[src/rtl/chip_spreading.sv]
// Serial-bit to 32-chip DSSS spreader: assembles LSB-first 4-bit symbols,
// buffers them in a small FIFO and emits each symbol's PN chip word serially.
module chip_spreading #(
  parameter int FIFO_DEPTH = 4
) (
  input  logic clk,
  input  logic reset_n,
  input  logic bit_in,
  input  logic bit_in_valid,
  output logic chip_out,
  output logic chip_out_valid,
  output logic overflow,
  output logic busy
);

  localparam int AW = $clog2(FIFO_DEPTH);
  localparam logic [AW:0] DEPTH_L = FIFO_DEPTH[AW:0];

  typedef enum logic {IDLE, SEND} state_t;

  state_t      r_state, w_next;
  logic [3:0]  r_nib;
  logic [1:0]  r_bitcnt;
  logic        r_prev_vld;
  logic [3:0]  r_mem [FIFO_DEPTH];
  logic [AW:0] r_wptr, r_rptr;
  logic        r_ovf;
  logic [31:0] r_sr;
  logic [4:0]  r_chipcnt;
  logic        r_vld;

  logic [AW:0] w_count;
  logic        w_empty, w_full, w_flush, w_push, w_push_ok, w_pop;
  logic [3:0]  w_push_sym;
  logic [31:0] w_word;

  // Chip word with c0 in the MSB so the emitter shifts left.
  function automatic logic [31:0] chip_word(input logic [3:0] sym);
    case (sym)
      4'h0:    chip_word = 32'hD9C3522E;
      4'h1:    chip_word = 32'hED9C3522;
      4'h2:    chip_word = 32'h2ED9C352;
      4'h3:    chip_word = 32'h22ED9C35;
      4'h4:    chip_word = 32'h522ED9C3;
      4'h5:    chip_word = 32'h3522ED9C;
      4'h6:    chip_word = 32'hC3522ED9;
      4'h7:    chip_word = 32'h9C3522ED;
      4'h8:    chip_word = 32'h8C96077B;
      4'h9:    chip_word = 32'hB8C96077;
      4'hA:    chip_word = 32'h7B8C9607;
      4'hB:    chip_word = 32'h77B8C960;
      4'hC:    chip_word = 32'h077B8C96;
      4'hD:    chip_word = 32'h6077B8C9;
      4'hE:    chip_word = 32'h96077B8C;
      default: chip_word = 32'hC96077B8;
    endcase
  endfunction

  assign w_count   = r_wptr - r_rptr;
  assign w_empty   = (w_count == '0);
  assign w_full    = (w_count == DEPTH_L);
  assign w_flush   = r_prev_vld && !bit_in_valid && (r_bitcnt != 2'd0);
  assign w_push    = (bit_in_valid && (r_bitcnt == 2'd3)) || w_flush;
  assign w_push_ok = w_push && (!w_full || w_pop);
  assign w_word    = chip_word(r_mem[r_rptr[AW-1:0]]);

  // Held nibble bits above bitcnt are already zero, which gives the flush padding.
  always_comb begin
    w_push_sym = r_nib;
    if (bit_in_valid && (r_bitcnt == 2'd3)) w_push_sym = {bit_in, r_nib[2:0]};
  end

  always_ff @(posedge clk or negedge reset_n) begin
    if (!reset_n) begin
      r_nib      <= '0;
      r_bitcnt   <= '0;
      r_prev_vld <= 1'b0;
      r_wptr     <= '0;
      r_ovf      <= 1'b0;
    end else begin
      r_prev_vld <= bit_in_valid;
      if (bit_in_valid) begin
        r_bitcnt <= r_bitcnt + 2'd1;
        if (r_bitcnt == 2'd3) r_nib <= '0;
        else                  r_nib[r_bitcnt] <= bit_in;
      end else if (w_flush) begin
        r_bitcnt <= '0;
        r_nib    <= '0;
      end
      if (w_push_ok) r_wptr <= r_wptr + (AW+1)'(1);
      if (w_push && w_full && !w_pop) r_ovf <= 1'b1;
    end
  end

  always_ff @(posedge clk) begin
    if (w_push_ok) r_mem[r_wptr[AW-1:0]] <= w_push_sym;
  end

  always_ff @(posedge clk or negedge reset_n) begin
    if (!reset_n) r_state <= IDLE;
    else          r_state <= w_next;
  end

  // A pop on the last chip reloads on the same edge, so symbols run back to back.
  always_comb begin
    w_next = r_state;
    w_pop  = 1'b0;
    case (r_state)
      IDLE: begin
        if (!w_empty) begin
          w_pop  = 1'b1;
          w_next = SEND;
        end
      end
      SEND: begin
        if (r_chipcnt == 5'd31) begin
          if (!w_empty) w_pop  = 1'b1;
          else          w_next = IDLE;
        end
      end
      default: w_next = IDLE;
    endcase
  end

  always_ff @(posedge clk or negedge reset_n) begin
    if (!reset_n) begin
      r_sr      <= '0;
      r_chipcnt <= '0;
      r_vld     <= 1'b0;
      r_rptr    <= '0;
    end else if (w_pop) begin
      r_sr      <= w_word;
      r_chipcnt <= '0;
      r_vld     <= 1'b1;
      r_rptr    <= r_rptr + (AW+1)'(1);
    end else if (r_state == SEND) begin
      if (r_chipcnt == 5'd31) begin
        r_sr  <= '0;
        r_vld <= 1'b0;
      end else begin
        r_sr      <= {r_sr[30:0], 1'b0};
        r_chipcnt <= r_chipcnt + 5'd1;
      end
    end
  end

  assign chip_out       = r_sr[31];
  assign chip_out_valid = r_vld;
  assign overflow       = r_ovf;
  assign busy           = !w_empty || (r_state == SEND) || (r_bitcnt != 2'd0);

endmodule

[config.mk]
export PLATFORM = sky130hd
export DESIGN_NAME = chip_spreading
export DESIGN_NICKNAME = d
export VERILOG_FILES = /design/src/rtl/chip_spreading.sv
export SDC_FILE = /design/constraint.sdc
export NUM_CORES = 1
export LEC_CHECK = 0
export BUFFER_PORTS_ARGS = -buffer_cell sky130_fd_sc_hd__buf_2
export CORE_ASPECT_RATIO = 1.1
export CORE_MARGIN = 10
export CORE_UTILIZATION = 40
export CTS_BUF_LIST = sky130_fd_sc_hd__clkbuf_4
export DETAILED_ROUTE_END_ITERATION = 8
export PLACE_DENSITY = 0.64
export REMOVE_ABC_BUFFERS = 1
export SLEW_MARGIN = 20
export SYNTH_ARGS = -nofsm -noshare
export SYNTH_HDL_FRONTEND = slang
export SYNTH_SLANG_ARGS = --single-unit
[constraint.sdc]
create_clock -name clk -period 2.3 [get_ports clk]
set_input_delay 0.115 -clock clk [delete_from_list [all_inputs] [get_ports clk]]
set_output_delay 0.115 -clock clk [all_outputs]
set_load 0.1 [all_outputs]
==> results of run 1 <==
area by class of cell:
cell class	instances	area [um^2]	area share [%]
flip-flops and latches	69	1808	39.37
inverters	17	63.81	1.390
clock buffers	9	67.56	1.471
multi-input cells	260	1979	43.11
well taps	117	146.4	3.188
clock inverters	7	105.1	2.289
repair buffers	52	421.7	9.183
cell usage after synthesis, types with 4 or more instances:
library cell	n
nor3_1	5
a32oi_1	16
dfrtp_1	53
a221o_1	4
nor2_1	17
xor2_1	9
nand2_1	30
o21ai_1	20
a21oi_1	14
a21boi_1	5
mux4_2	4
and2_1	9
clkbuf_1	11
a211oi_1	4
nand2b_1	4
mux2i_1	7
a22oi_1	4
o221ai_1	8
ha_1	25
nand3_1	6
edfxtp_1	16
o21ai_0	9
inv_1	14
nor2b_1	9
xnor2_1	8
buf_2	6
o22ai_1	7
kinds of logic (layout without fill, tap and decap cells):
| kind of cell | Yosys count | after routing | share of synthesized area [%] |
|---|---|---|---|
| buffers and inverters | 40 | 85 | 4.862 |
| adders and majority gates | 25 | 25 | 7.944 |
| AOI/OAI and AO/OA | 110 | 110 | 19.45 |
| xor gates and xnor gates | 19 | 19 | 4.608 |
| muxes | 16 | 16 | 6.069 |
| and+or+nand+nor | 90 | 90 | 11.19 |
| DFF | 69 | 69 | 45.88 |
worst max-delay path, cell delays in order (launching register included):
cell and delay [ns]:
dfrtp_2 0.43, buf_4 0.12, mux4_2 0.59, inv_2 0.13, ha_1 0.14, inv_1 0.05
mux2i_4 0.18, o22ai_1 0.12, a221o_1 0.36
cell usage in the layout, fill, tap and decap left out, drive strengths merged, types with 4 or more instances in the layout:
master | Yosys | routed
a211oi | 4 | 4
a21boi | 5 | 5
a21oi | 15 | 15
a221o | 4 | 4
a22oi | 4 | 4
a32oi | 16 | 16
and2 | 9 | 9
buf | 12 | 50
clkbuf | 11 | 9
dfrtp | 53 | 53
edfxtp | 16 | 16
ha | 25 | 25
inv | 15 | 18
mux2i | 9 | 9
mux4 | 4 | 4
nand2 | 31 | 31
nand2b | 4 | 4
nand3 | 6 | 6
nor2 | 18 | 18
nor2b | 9 | 9
nor3 | 5 | 5
o21ai | 30 | 30
o221ai | 8 | 8
o22ai | 7 | 7
xnor2 | 9 | 9
xor2 | 10 | 10
timing repair:
item	4_1_cts	5_1_grt
resized for setup	6	8
endpoints found under the hold margin	27	0
endpoints found under the setup margin	4	24
setup buffers	4	6
hold buffers	2	0
worst min path at each step:
| stage | endpoint | depth (start not counted) |
|---|---|---|
| global route | r_nib[1] | 3 |
| global placement | r_sr[27] | 1 |
| CTS | r_nib[0] | 3 |
| floorplan | chip_out_valid | 0 |
| detailed placement | r_sr[27] | 1 |
| finish | r_nib[0] | 3 |
routing by layer:
| metal | vias to the layer above | wire length [um] | GRT usage, % |
|---|---|---|---|
| met3 | 16 | 635 | 3.030 |
| met2 | 102 | 4537 | 22.13 |
| li1 | 1431 | - | - |
| met5 | - | 0 | 0 |
| met1 | 1446 | 4143 | 18.42 |
| met4 | 0 | 194 | 5.016 |
registers in the layout, indices dropped and copies added (netlist names):
| signal | cells |
|---|---|
| chip_out_valid | 1 |
| overflow | 1 |
| r_bitcnt | 2 |
| r_chipcnt | 5 |
| r_mem | 16 |
| r_nib | 4 |
| r_prev_vld | 1 |
| r_rptr | 3 |
| r_sr | 32 |
| r_state | 1 |
| r_wptr | 3 |
power by group through the flow:
| stage | clock (mW) | combinational, mW | sequential, mW |
|---|---|---|---|
| after CTS | 0.976 | 4.36 | 1.94 |
| after floorplan | 0 | 2.70 | 2.05 |
| after global routing | 1.05 | 4.92 | 1.98 |
| final | 0.949 | 4.52 | 1.94 |
| after detailed placement | 0 | 4.17 | 1.97 |
| after global placement | 0 | 4.12 | 1.95 |
==> results.ini, run 1 <==
[run_status]
status = finished, final reports clean

[timing]
min_period_ns = 2.225
finalCritPeriodShare_pct = 96.74
slew_viol_final = 0
worst-slew-pin-transition_ns = 0.5681
max_freq_mhz = 449.4
hold_violations = 0
final.setup.tns_ns = 0
relSlewSlack_pct = 62.13
setup_violations = 0
setup_ws_ns = 0.07499
finClkSkew_ns = 0.01277
grt_setup_unrepaired = yes
fin_hold_ws_ns = 0.06103

[grt]
grt_pass1_wl_um = 15640
antenna_found_initial = 0
track_usage_pct = 13.97
grt_max_degree = 31
grt_pass1_vias = 2895
grt-ovfl-total = 0

[die]
rows = 37
io-pin-count = 8
core_area_mm2 = 0.009490
die_width_um = 114.6
initial_utilization_pct = 41.49
die_y_um = 124.1
design.die.area_mm2 = 0.01422

[synth]
synthFlopType = dfrtp_1
synth-edff-count = 16
yosysSeqAreaShare_pct = 45.88
synth_top_area_share_pct = 33.68
synth_area_mm2 = 0.003938
synth_top_cell_by_area = dfrtp_1
syn_area_per_cell_um2 = 10.67
ys_async_sr_fraction_pct = 76.81
synthTopCellsByArea = dfrtp_1 (34%), edfxtp_1 (12%), ha_1 (7.9%)
synth_warnings = 0
ys_ff_latch = 69
synth_cells = 369
yosysUniqueCellTypes = 55

[power_and_ir_drop]
p_switching_mw = 3.395
combPwrFrac_pct = 61.0
p_leak_nw = 1.982
total_power_mw = 7.407
power.density_mw_per_mm2 = 1613
p_clk_share_pct = 12.8
switching_share_pct = 45.84
peakVddDrop_mv = 0.8544
seqPwrFrac_pct = 26.2
p_int_mw = 4.012

[setup_path]
cp.arrival_ns = 2.55
critPathMaxFanout = 6
crit_start = r_rptr[0]
r2r_slack_ns = 0.07
r2r_cells = 8
r2r-start = r_rptr[0]
worstSetupEndpointType = flip-flop
start_kind = flip-flop
critPathKind = reg2reg
rr_endpoint = r_sr[6]
crit_end = r_sr[6]
worstPathRequired_ns = 2.62

[finish]
diodes = 0
fillCellCount = 856
fin_cells = 531
nNetsFinal = 438
layout-drive-gt1-share_pct = 22.71
syn_to_final_growth_pct = 16.62
fin_util_pct = 48.39
stdcell_area_mm2 = 0.004592

[cts]
htreeDepth = 3
cts_buffer_depth = 2
cts_buffers = 9
clock-sinks = 69
clkTransAtPathRegs_ns = 0.13
cts_tree = yes
cts_root_buf = clkbuf_4
clk_latency_ns = 0.42

[placement]
dp_hpwl_um = 6808
port_buffers = 7
place_area_mm2 = 0.004282
preCtsSetupSlack_ns = -0.02016
gp_congestion = 0.8969
dp_cells = 503

[drt]
route.detailed.drc = 0
viasPerCell = 5.640
wirelength_um = 9510
drt_iter0_markers = 215
dr_total_vias = 2995
dr.pass1.iters = 4
avgRoutedWirePerCell_um = 17.91
drt.antenna.violating_nets = 0

[min_path]
min_path_type = in2reg
worstHoldStart = bit_in

[run]
maxCapViolCount = 0

No activity file was read; power rests on OpenSTA's default activity.
==> run 2, diff against run 1 <==
--- a/config.mk
+++ b/config.mk
@@ -11,6 +11,7 @@
 export CORE_UTILIZATION = 40
 export CTS_BUF_LIST = sky130_fd_sc_hd__clkbuf_4
 export DETAILED_ROUTE_END_ITERATION = 8
+export GPL_TIMING_DRIVEN = 0
 export PLACE_DENSITY = 0.64
 export REMOVE_ABC_BUFFERS = 1
 export SLEW_MARGIN = 20
==> run 2 against run 1 <==
Net effect: the flow now finishes with violations (setup timing); largest power group unchanged; critical path type unchanged; clock power rose by 6%; combinational power is 12% higher; via count increased by 7.9%; setup slack lost 0.086 ns.
==> results.ini, run 2 (synthesis gave the netlist of run 1 again) <==
[drt]
wirelength_um = 10810
route.detailed.drc = 0
dr_total_vias = 3231
drt_iter0_markers = 377
dr.pass1.iters = 5
viasPerCell = 6.073
avgRoutedWirePerCell_um = 20.32
drt.antenna.violating_nets = 0

[timing]
worst-slew-pin-transition_ns = 0.7489
finClkSkew_ns = 0.01226
grt_setup_unrepaired = yes
hold_violations = 0
final.setup.tns_ns = -0.01081
setup_ws_ns = -0.01081
max_freq_mhz = 432.7
slew_viol_final = 0
min_period_ns = 2.311
relSlewSlack_pct = 50.02
setup_violations = 1
finalCritPeriodShare_pct = 100.5

[cts]
cts_buffer_depth = 2
cts_buffers = 9
htreeDepth = 3
cts_tree = yes
clkTransAtPathRegs_ns = 0.12
clk_latency_ns = 0.43
cts_root_buf = clkbuf_4
clock-sinks = 69

[die]
die_width_um = 114.6
core_area_mm2 = 0.009490
initial_utilization_pct = 41.49
rows = 37
io-pin-count = 8
die_y_um = 124.1
design.die.area_mm2 = 0.01422

[setup_path]
cp.arrival_ns = 2.62
start_kind = flip-flop
rr_endpoint = r_sr[14]
worstPathRequired_ns = 2.61
r2r_slack_ns = -0.01
path_cells = mux4_2 -> clkinvlp_4 -> buf_4 -> buf_4 -> ha_1 -> mux2_2 -> o221ai_1 -> nand2_1
critPathKind = reg2reg
critPathMaxFanout = 8
crit_slowest_cell = dfrtp_2
r2r_cells = 8
cp_slowest_stage_delay_ns = 0.51
worstSetupEndpointType = flip-flop
cp_common_cell = buf_4
r2r-start = r_rptr[0]

[run]
maxCapViolCount = 0

[finish]
layout-drive-gt1-share_pct = 28.74
syn_to_final_growth_pct = 22.59
multi_input_comb_area_mm2 = 0.002203
fin_cells = 532
nNetsFinal = 438
final_common_cell = dfrtp_1
register_area_mm2 = 0.001813
final_cell_mix = dfrtp_1 (50), buf_4 (35), nand2_1 (27)
fillCellCount = 832
top_register = r_sr
largest_reg_flops = 32

[power_and_ir_drop]
p_leak_nw = 2.045
peakVddDrop_mv = 0.9493
power.density_mw_per_mm2 = 1665
total_power_mw = 8.035

[grt]
track_usage_pct = 13.45
antenna_found_initial = 0
grt_max_degree = 54
grt_pass1_wl_um = 15260
grt_pass1_vias = 2969
grt-ovfl-total = 0

[placement]
port_buffers = 7
dp_cells = 471
dp_hpwl_um = 5879
gp_congestion = 0.8414

[min_path]
worstHoldStart = bit_in
min_path_cells = 3
hold_end = r_nib[0]
min_path_type = in2reg

[run_status]
status = finished with violations
violations = setup timing

## run 2: worst max-delay path by stage
stage	end	from	slack, ns
after floorplan	r_wptr[2]	r_state	-0.98
after global placement	r_wptr[2]	r_state	-2.65
after detailed placement	r_rptr[1]	r_chipcnt[0]	-1.26
after CTS	r_mem[0][3]	r_chipcnt[0]	-0.06
after global routing	r_sr[6]	r_rptr[0]	-0.1
final	r_sr[14]	r_rptr[0]	-0.01
## run 2: worst max-delay path, delay by kind of cell, from the launching register on
family                   cells  cell delay [ns]
AND/OR/NAND/NOR              1             0.08
multiplexers                 2             0.74
adder cells (fa/ha/maj)      1             0.18
buffers and inverters        3             0.49
flip-flops                   1             0.51
AO/OA/AOI/OAI                1             0.20
## run 2: final cells by class
type,instances,area share [%]
tap,117,3.033
inverter,17,1.503
clock buffer,9,1.400
antenna,1,0.05184
clock inverter,7,2.333
sequential,69,37.56
timing repair buffer,49,8.476
multi-input combinational,263,45.65
## run 2: per-layer routing
| metal | track usage (%) | vias up | share of wire [%] |
|---|---|---|---|
| li1 | - | 1444 | - |
| met2 | 22.38 | 152 | 49 |
| met3 | 2.549 | 36 | 7.2 |
| met4 | 7.132 | 0 | 3.6 |
| met1 | 16.18 | 1599 | 40 |
| met5 | 0 | - | 0 |
## run 2: stage by stage
step                      hold WS (ns)  setup WS (ns)  instance area [um^2]  util, %
final                          0.06899       -0.01081                  4827    50.86
after global routing           0.06404       -0.09913                  4825    50.84
after CTS                      0.05863       -0.05630                  4442    46.80
after detailed placement        0.2106         -1.256                  4021    42.37
after global placement          0.3327         -2.653                  3991    42.06
after floorplan                -0.1806        -0.9760                  3810        -
## run 2: report_power, final
| group | total, mW | internal (mW) | switching [mW] |
|---|---|---|---|
| logic | 5.04 | 2.08 | 2.96 |
| registers | 1.98 | 1.65 | 0.325 |
| clock network | 1.01 | 0.547 | 0.467 |
## run 2: what timing repair did
action                                  CTS  global route
pin swaps                                 5             7
endpoints found under the hold margin    57             0
resized for setup                        34            31
hold buffers                              2             0
gates cloned                              0             4
buffers inserted                         13            25
endpoints found under the setup margin   63            42
